$ cat src/rtl/booth_mul_4b.sv
// Sequential 4x4 signed multiplier using radix-2 Booth recoding over a shared 4-bit add/sub unit.
// One product every 10 cycles: IDLE, four ADD/SHIFT pairs, then a one-cycle DONE.
`timescale 1ns/1ps
module booth_mul_4b (
  input  logic       CLK,
  input  logic       RSTn,
  input  logic       START,
  input  logic [3:0] MCAND,
  input  logic [3:0] MPLIER,
  output logic [7:0] P,
  output logic       BUSY,
  output logic       DONE
);

  typedef enum logic [1:0] {StIdle, StAdd, StShift, StDone} state_e;

  state_e     state_q, state_d;
  logic [3:0] a_q, a_d;
  logic [3:0] q_q, q_d;
  logic [3:0] m_q, m_d;
  logic       q1_q, q1_d;
  logic       s_q, s_d;
  logic [1:0] cnt_q, cnt_d;

  logic       au_sel;
  logic [3:0] au_f;
  logic       au_v;

  // 4-bit add/subtract unit: F = A + M or A - M, V = signed overflow.
  always_comb begin
    au_sel = (state_q == StAdd) && ({q_q[0], q1_q} == 2'b10);
    au_f   = au_sel ? (a_q - m_q) : (a_q + m_q);
    if (au_sel) begin
      au_v = (a_q[3] != m_q[3]) && (au_f[3] != a_q[3]);
    end else begin
      au_v = (a_q[3] == m_q[3]) && (au_f[3] != a_q[3]);
    end
  end

  always_comb begin
    state_d = state_q;
    a_d     = a_q;
    q_d     = q_q;
    m_d     = m_q;
    q1_d    = q1_q;
    s_d     = s_q;
    cnt_d   = cnt_q;
    unique case (state_q)
      StIdle: begin
        if (START) begin
          state_d = StAdd;
          m_d     = MCAND;
          q_d     = MPLIER;
          a_d     = 4'h0;
          q1_d    = 1'b0;
          s_d     = 1'b0;
          cnt_d   = 2'd0;
        end
      end
      StAdd: begin
        state_d = StShift;
        if (q_q[0] != q1_q) begin
          a_d = au_f;
          // F[3]^V is the true sign of the 5-bit result, which keeps M = -8 exact.
          s_d = au_f[3] ^ au_v;
        end else begin
          s_d = a_q[3];
        end
      end
      StShift: begin
        a_d     = {s_q, a_q[3:1]};
        q_d     = {a_q[0], q_q[3:1]};
        q1_d    = q_q[0];
        cnt_d   = cnt_q + 2'd1;
        state_d = (cnt_q == 2'd3) ? StDone : StAdd;
      end
      StDone: begin
        state_d = StIdle;
      end
      default: begin
        state_d = StIdle;
      end
    endcase
  end

  always_ff @(posedge CLK or negedge RSTn) begin
    if (!RSTn) begin
      state_q <= StIdle;
      a_q     <= 4'h0;
      q_q     <= 4'h0;
      m_q     <= 4'h0;
      q1_q    <= 1'b0;
      s_q     <= 1'b0;
      cnt_q   <= 2'd0;
    end else begin
      state_q <= state_d;
      a_q     <= a_d;
      q_q     <= q_d;
      m_q     <= m_d;
      q1_q    <= q1_d;
      s_q     <= s_d;
      cnt_q   <= cnt_d;
    end
  end

  assign P    = {a_q, q_q};
  assign BUSY = (state_q != StIdle);
  assign DONE = (state_q == StDone);

endmodule

$ cat config.mk
export PLATFORM = sky130hd
export DESIGN_NAME = booth_mul_4b
export DESIGN_NICKNAME = d
export VERILOG_FILES = /design/src/rtl/booth_mul_4b.sv
export SDC_FILE = /design/constraint.sdc
export NUM_CORES = 1
export LEC_CHECK = 0
export ABC_AREA = 1
export CAP_MARGIN = 20
export CELL_PAD_IN_SITES_DETAIL_PLACEMENT = 1
export CELL_PAD_IN_SITES_GLOBAL_PLACEMENT = 1
export CORE_AREA = 3 3 52 54
export CTS_BUF_LIST = sky130_fd_sc_hd__clkbuf_4 sky130_fd_sc_hd__clkbuf_8
export CTS_CLUSTER_DIAMETER = 60
export DETAILED_ROUTE_END_ITERATION = 12
export DIE_AREA = 0 0 55 57
export DONT_BUFFER_PORTS = 1
export PLACE_DENSITY = 0.83
export SLEW_MARGIN = 0
export SYNTH_ARGS = -nofsm -noshare
export SYNTH_HDL_FRONTEND = slang
export SYNTH_SLANG_ARGS = --single-unit
$ cat constraint.sdc
create_clock -name CLK -period 3.65 [get_ports CLK]
set_input_delay 0 -clock CLK [delete_from_list [all_inputs] [get_ports CLK]]
set_output_delay 0 -clock CLK [all_outputs]
set_load 0.01 [all_outputs]
After elaboration in Yosys (flattened, before gate mapping)
Cells that the tools add are included.
{"block": "totals", "register_bits": 18, "output_inout_bits": 10, "word_cells": 50}
{"block": "op_classes", "add_sub_neg": 3, "eq_ne": 11, "n_mux": 16, "n_bitwise": 1, "reduce_logical": 12}
{"op": "$mux 4", "n": 4}
{"op": "$pmux 4 s3", "n": 1}
{"op": "$eq 2x2->1 const B", "n": 4}
{"op": "$pmux 2 s4", "n": 1}
{"op": "$pmux 4 s2", "n": 1}
{"op": "$mux 2", "n": 3}
{"op": "$reduce_and 2->1", "n": 3}
{"op": "$reduce_bool 2->1", "n": 3}
{"op": "$add 4x4->4", "n": 1}
{"op": "$pmux 1 s2", "n": 2}
{"op": "$pmux 2 s2", "n": 1}
{"op": "$sub 4x4->4", "n": 1}
{"op": "$logic_and 1x1->1", "n": 3}
{"op": "$mux 1", "n": 3}
{"op": "$ne 1x1->1", "n": 3}
{"op": "$reduce_and 3->1", "n": 1}
{"op": "$reduce_bool 3->1", "n": 1}
{"op": "$add 2x1->2 const B", "n": 1}
{"op": "$eq 2x1->1 const B", "n": 1}
{"op": "$logic_not 2->1", "n": 1}
{"op": "$ne 2x1->1 const B", "n": 1}
{"op": "$ne 2x2->1 const B", "n": 1}
{"op": "$eq 1x1->1", "n": 1}
{"op": "$xor 1x1->1", "n": 1}

Longest topological paths before layout
Gate-level depths: netlist of run 1.
{"block": "logic_depth", "depth_word": 9, "depth_mapped": 17, "depth_no_buf": 16}

Worst setup path after synthesis of run 1
No wires, ideal clock.
{"block": "synth_path", "path_kind": "reg2reg", "start": "reg state_q[1]", "end": "reg a_q[3]", "setup_time_ns": 0.116, "arrival_ns": 1.914, "slack_ns": 1.620, "stages_incl_launch_ff": 17, "n_path_buf": 1, "synth_period_minus_slack_ns": 2.030, "path_cell_list": "dfrtp_1 > inv_1 > ha_1 > buf_6 > nand2_4 > o21ai_0 > inv_1 > ha_1 > nand2_1 > nor2_1 > nor2_1 > inv_1 > nand3_1 > nand3_1 > nand2_1 > nand2_1 > nand2_1"}
{"block": "synth_via", "elab_chain_len": 5}
{"item": "start, declared", "line_no": "17", "text": "state_e state_q, state_d;"}
{"item": "start signal, assigned", "line_no": "88", "text": "state_q <= StIdle;"}
{"item": "start signal, assigned", "line_no": "96", "text": "state_q <= state_d;"}
{"item": "$eq 2x1->1", "line_no": "31, 48"}
{"item": "$logic_and 1x1->1", "line_no": "31", "text": "au_sel = (state_q == StAdd) && ({q_q[0], q1_q} == 2'b10);"}
{"item": "$mux 4", "line_no": "32", "text": "au_f = au_sel ? (a_q - m_q) : (a_q + m_q);"}
{"item": "$mux 4", "line_no": "62", "text": "if (q_q[0] != q1_q) begin"}
{"item": "$pmux 4 s3", "line_no": "48", "text": "unique case (state_q)"}
{"item": "end signal, assigned", "line_no": "89", "text": "a_q <= 4'h0;"}
{"item": "end signal, assigned", "line_no": "97", "text": "a_q <= a_d;"}
{"item": "end, declared", "line_no": "18", "text": "logic [3:0] a_q, a_d;"}
Parallel ways exist; a longest one is shown, timed or not. The select of a mux whose other input is x is not followed.
A chain may end at the register's enable or synchronous reset.

Final worst setup path of run 1
Ends and elaborated chain as after synthesis.

==> out/qor.yml, run 1 <==
worst_setup_path:
  start_kind: "flip-flop"
  reg2reg_depth: 15
  path_common_cell: "nand2_1"
  cp_top_family: "adder cells"
  critical_path_buf_inv_count: 3
  reg2reg_from: "state_q[1]"
  required_ps: 3860
  cp_max_fo: 8
  reg2reg_to: "a_q[3]"
  cp_slowest_cell: "dfrtp_1"
  path_class: "reg2reg"
  cp.arrival_ps: 2870
  endpoint: "a_q[3]"
  critPathLaunch: "state_q[1]"
  crit_chain: "inv_1 > ha_1 > nand2_4 > o21ai_0 > inv_1 > ha_1 > nand2_1 > nor2_1 > nor2_1 > inv_1 > nand3_1 > nand3_1 > nand2_1 > nand2_1 > nand2_1"
  max_stage_delay_ps: 430
  crit_cells: 15
  reg2reg_slack_ps: 990
  end_kind: "flip-flop"
grt:
  grt_pass1_vias: 1144
  grt_pass1_wl_um: 5770
  grt_max_degree: 19
  grt_util_all_layers: 0.254
  grt_overflow: 0
  antenna_found_initial: 0
drt:
  routed_wl_um: 3390
  viasPerCell: 5.63
  detail_route.wl_per_cell_um: 18.1
  drc: 0
  ant_nets: 0
  drt_iter0_drc: 28
  dr.pass1.iters: 4
  num_vias: 1052
power:
  pwr-share-seq: 0.288
  powerDensity_nw_per_um2: 1050
  power.switching_uw: 732
  power_mw: 1.42
  sw_frac_of_total: 0.517
  p_int_uw: 683
  static-leakage-power_nw: 0.688
  ir_drop_mv: 0.604
  combPwrFrac: 0.619
  clkPwrFrac: 0.094
clock_network:
  cts_buffer_depth: 2
  clock_sinks: 18
  root_buffer: "clkbuf_4"
  cts_tree: "yes"
  cts_buffers: 3
  cts_setup_buffers: 0
  clock_latency_ps: 310
  htreeDepth: 1
  clkTransAtPathRegs_ps: 120
synth:
  synth_commonest_cells: "38 x nand2_1, 18 x dfrtp_1, 17 x inv_1, 13 x nor2_1, 10 x ha_1"
  avgSynthCellArea_um2: 8.06
  synth_seq_area_share: 0.391
  yosysTopAreaCell: "dfrtp_1"
  syn-instance-count: 143
  synthFlopType: "dfrtp_1"
  synth-async-reset-ratio: 1.00
  synth_most_common_cell: "nand2_1"
  synth_edf_count: 0
  yosysTopAreaCellShare: 0.391
  netlist_area_um2: 1150
  synthTopCellsByArea: "dfrtp_1 39%, nand2_1 12%, ha_1 11%, inv_1 5.5%, nor2_1 4.2%"
  synth_nets: 165
  ys_ff_latch: 18
  synth.distinct_cells: 26
  yosys_warnings: 0
timing:
  setup_viol: 0
  drv_slew: 0
  finalCritPeriodShare: 0.728
  tns_ps: 0
  tightest_slew_ps: 833
  final_hold_viol_count: 0
  rsz0062_at_grt: "no"
  period_minus_slack_ps: 2660
  slew_headroom: 0.443
  skew_ps: 5.80
  fmax_mhz: 376
worst_hold_path:
  hold_class: "in2reg"
floorplan:
  core-area_um2: 2250
  row_count: 17
  start_util: 0.511
  die_w_um: 55
  die-area_um2: 3140
  io_pins: 21
  die_h_um: 57
placement:
  dp_hpwl_um: 2030
  numPortBuffers: 0
  gp_congestion: 0.879
layout:
  final_util: 0.599
  n_antenna_cell: 0
  syn_to_final_growth_pct: 17.3
  fill_cells: 272
  drive_gt1_frac: 0.0943
  layout.nets: 182
status:
  status: "complete, no violations"
job:
  maxCapViolCount: 0
-- registers in the layout (all words and copies together) (netlist names) --
name	count
a_q	4
cnt_q	2
m_q	4
q1_q	1
q_q	4
s_q	1
state_q	2
-- cells by family (layout without fill, tap and decap cells) --
family / after synthesis / count (layout) / share of synthesized area
AOI/OAI and AO/OA: 22 / 22 / 0.116
muxes: 1 / 1 / 0.00977
xor gates and xnor gates: 2 / 2 / 0.0152
and+or+nand+nor: 64 / 64 / 0.251
buffers and inverters: 25 / 41 / 0.0912
DFF: 18 / 18 / 0.391
adders and majority gates: 11 / 11 / 0.126
-- worst register-to-register path, cell delays in order (launching register included) --
cell,delay [ps]
dfrtp_1,430
inv_1,150
ha_1,420
nand2_4,120
o21ai_0,390
inv_1,110
ha_1,300
nand2_1,60
nor2_1,120
nor2_1,70
inv_1,50
nand3_1,90
nand3_1,100
nand2_1,50
nand2_1,50
nand2_1,40
-- layer usage --
| layer | global-route usage | part of all wire |
|---|---|---|
| met2 | 0.424 | 0.49 |
| met4 | 0.0764 | 0.025 |
| met1 | 0.325 | 0.44 |
| met3 | 0.0470 | 0.037 |
| met5 | 0 | 0 |
-- power by group through the flow --
stage	Sequential [mW]	Clock [mW]	Combinational [mW]
floorplan	0.379	0	0.631
global placement	0.400	0	0.723
detailed placement	0.408	0	0.756
CTS	0.404	0.135	0.814
global route	0.422	0.143	0.963
finish	0.407	0.133	0.875
-- metrics by stage --
stage	worst slack, ps	cell area [um2]	std cells	hold slack (ps)
6_report	992	1350	187	21.8
5_1_grt	731	1350	187	56.2
4_1_cts	1170	1350	187	1.64
3_5_place_dp	1220	1160	168	-295
3_3_place_gp	1370	1160	168	-295
2_1_floorplan	1620	1150	143	-296
-- layout make-up --
type | instances | area [um2] | area share
sequential | 18 | 450 | 0.333
inverter | 22 | 82.6 | 0.0611
multi-input combinational | 100 | 597 | 0.442
clock buffer | 4 | 36.3 | 0.0269
tap | 28 | 35.0 | 0.0259
timing repair buffer | 15 | 150 | 0.111
-- placed cells by master, fill, tap and decap left out, drive strengths merged, types with 4 or more instances in the layout --
| master | Yosys | layout |
|---|---|---|
| nand2 | 42 | 42 |
| a31oi | 4 | 4 |
| dfrtp | 18 | 18 |
| nand3 | 7 | 7 |
| clkbuf | 1 | 4 |
| a21oi | 7 | 7 |
| dlygate4sd3 | 0 | 15 |
| inv | 20 | 20 |
| nor2 | 14 | 14 |
| ha | 10 | 10 |
| o21ai | 5 | 5 |
-- repair_timing --
item,in CTS,in global routing
gates resized for setup,0,0
hold buffers,15,0
endpoints found under the hold margin,27,0
-- how the worst min path moves through the flow --
stage,from,end,cells past startpoint,slack (ps)
global placement,RSTn,m_q[3],0,-300
detailed placement,RSTn,m_q[3],0,-300
floorplan,RSTn,a_q[0],0,-300
CTS,START,s_q,3,2
global route,START,s_q,3,60
finish,START,s_q,3,20
(Power assumes the default switching activity.)
==> run 2, diff against run 1 <==
- ABC_AREA: 1 -> 0
- PLACE_DENSITY: 0.83 -> 0.79
- clock period: 3.65 -> 2.8 ns (I/O delays scaled with it)
==> run 2 against run 1 <==
  * Non-clock buffer count is 9 lower
  * Sequential power is 18% higher
  * Clock-buffer cell count stayed put
  * Synthesized cell count is 17% lower
  * First-iteration DRC count is 14% lower
  * Core utilization is 4.4 points lower
  * Flip-flop and latch count stayed put
  * Routed wire length is 19% lower
  * Critical path depth is 4 lower
  * Critical endpoint unchanged
  * Clock skew is 3.0 ps lower
  * Sequential share of layout area is 2.6 points higher
==> out/qor.yml, run 2 <==
timing:
  rsz0062_at_grt: "no"
  fmax_mhz: 390
  drv_slew: 0
  setup_viol: 0
  slew_headroom: 0.475
  final_hold_viol_count: 0
  skew_ps: 2.82
  period_minus_slack_ps: 2560
  tightest_slew_ps: 784
  tns_ps: 0
  finalCritPeriodShare: 0.915
placement:
  numPlacedInstances: 144
  place_area_um2: 1150
  numPortBuffers: 0
  dp_hpwl_um: 2110
  gp_congestion: 0.828
clock_network:
  htreeDepth: 1
  cts_tree: "yes"
  clock_sinks: 18
  clock_latency_ps: 300
  root_buffer: "clkbuf_4"
  clkTransAtPathRegs_ps: 100
  cts_buffer_depth: 2
  cts_setup_buffers: 0
  cts_buffers: 3
power:
  powerDensity_nw_per_um2: 1230
  sw_frac_of_total: 0.464
  combPwrFrac: 0.583
  clkPwrFrac: 0.106
  pwr-share-seq: 0.311
  static-leakage-power_nw: 0.562
  power.switching_uw: 718
  p_int_uw: 828
  ir_drop_mv: 0.630
floorplan:
  core-area_um2: 2250
  row_count: 17
  io_pins: 21
  die_h_um: 57
  die_w_um: 55
  start_util: 0.499
  die-area_um2: 3140
synth:
  avgSynthCellArea_um2: 9.46
  synthTopCellsByArea: "dfrtp_1 40%, ha_1 11%, o21ai_0 5.3%, mux2_2 5.0%, nand2_1 4.7%"
  synth-async-reset-ratio: 1.00
  synthFlopType: "dfrtp_1"
  synth_nets: 141
  synth.distinct_cells: 28
  netlist_area_um2: 1130
  synth_edf_count: 0
  yosysTopAreaCellShare: 0.400
  synth_most_common_cell: "dfrtp_1"
  synth_seq_area_share: 0.400
  syn-instance-count: 119
  ys_ff_latch: 18
  yosys_warnings: 0
  synth_commonest_cells: "18 x dfrtp_1, 14 x nand2_1, 12 x o21ai_0, 11 x inv_1, 10 x ha_1"
  yosysTopAreaCell: "dfrtp_1"
worst_hold_path:
  min_path_cells: 3
  hold_class: "in2reg"
drt:
  routed_wl_um: 2730
  ant_nets: 0
  num_vias: 895
  viasPerCell: 5.81
  detail_route.wl_per_cell_um: 17.7
  drc: 0
  dr.pass1.iters: 4
  drt_iter0_drc: 24
layout:
  stdcell_area_um2: 1250
  layout.nets: 149
  reg.largest.list: "a_q x4, m_q x4, q_q x4"
  final_common_cell: "dfrtp_1"
  drive_gt1_frac: 0.103
  final_cell_mix: "18 x dfrtp_1, 14 x nand2_1, 11 x inv_1, 11 x o21ai_0, 10 x ha_1"
  n_antenna_cell: 0
  syn_to_final_growth_pct: 11.2
  finalNonFillerCells: 154
job:
  maxCapViolCount: 0
worst_setup_path:
  cp.arrival_ps: 2760
  cp_max_fo: 7
  path_class: "reg2reg"
  required_ps: 3000
  end_kind: "flip-flop"
  reg2reg_slack_ps: 240
  start_kind: "flip-flop"
  reg2reg_depth: 11
grt:
  grt_pass1_vias: 996
  grtUsageMet1: 0.262
  top_usage_layer: "met2"
  grt_util_all_layers: 0.204
  antenna_found_initial: 0
  grt.met2_usage: 0.319
  grt_overflow: 0
  grt_pass1_wl_um: 4620
  grt_use_met3: 0.0731
  grt_max_degree: 19
status:
  status: "complete, no violations"
[run 2: cell types whose count changed in the layout (fill, tap and decap cells not counted), sizes merged, moves of 8 or more]
cell         delta
nand2          -28
nor2           -11
dlygate4sd3     -9
inv             -9
o21ai           +8
[run 2: critical path, stage by stage, from the launching register on]
cell,delay [ps]
dfrtp_1,440
inv_1,100
ha_1,270
nand2_1,170
o21ai_1,240
inv_1,70
ha_1,260
nor2b_1,120
o21ai_0,330
a2111oi_2,130
a221oi_1,240
o21ai_1,80
[run 2: area by class of cell]
type	count	area (um2)
Clock buffer	4	36.3
Inverter	11	41.3
Fill cell	269	1000
Tap cell	28	35.0
Multi-Input combinational cell	87	629
Timing Repair Buffer	6	60.1
Sequential cell	18	450
[run 2: through the flow]
step | util | setup slack [ps] | power (mW) | hold slack [ps]
finish | 0.555 | 237 | 1.55 | 30.0
global route | 0.555 | 12.9 | 1.70 | 84.9
CTS | 0.553 | 173 | 1.54 | 36.1
detailed placement | 0.510 | 203 | 1.36 | -295
global placement | 0.510 | 317 | 1.30 | -295
floorplan | - | 488 | 1.14 | -296
[run 2: cells by family (layout without fill, tap and decap cells)]
family | after synthesis | in the layout | share of synthesized area
buffers and inverters | 14 | 21 | 0.0467
adders and majority gates | 11 | 11 | 0.129
and+or+nand+nor | 29 | 29 | 0.133
DFF | 18 | 18 | 0.400
AOI/OAI and AO/OA | 36 | 36 | 0.194
muxes | 5 | 5 | 0.0500
xor gates and xnor gates | 6 | 6 | 0.0467
[run 2: power groups by stage]
stage	sequential, mW	combinational, mW	clock [mW]
after detailed placement	0.489	0.872	0
after CTS	0.483	0.892	0.167
final	0.481	0.901	0.164
after floorplan	0.452	0.686	0
after global routing	0.498	1.02	0.181
after global placement	0.474	0.823	0
[run 2: per-layer routing]
layer,vias to the layer above,part of all wire,wire length (um)
li1,429,-,-
met1,437,0.45,1220
met2,23,0.48,1320
met3,6,0.052,142
met4,0,0.016,43
met5,-,0,0
[run 2: repair_timing]
item	in CTS	in global routing
endpoints found under the setup margin	0	1
endpoints found under the hold margin	23	0
resized for setup	0	3
hold buffers	6	0
[run 2: final timing paths]
kind,startpoint,end
worst max register to register,state_q[1],a_q[3]
min in group asynchronous,RSTn,a_q[2]
max in group asynchronous,RSTn,q_q[3]
worst max-delay path,state_q[1],a_q[3]
worst min-delay path,START,q_q[3]
worst min register to register,cnt_q[1],cnt_q[1]
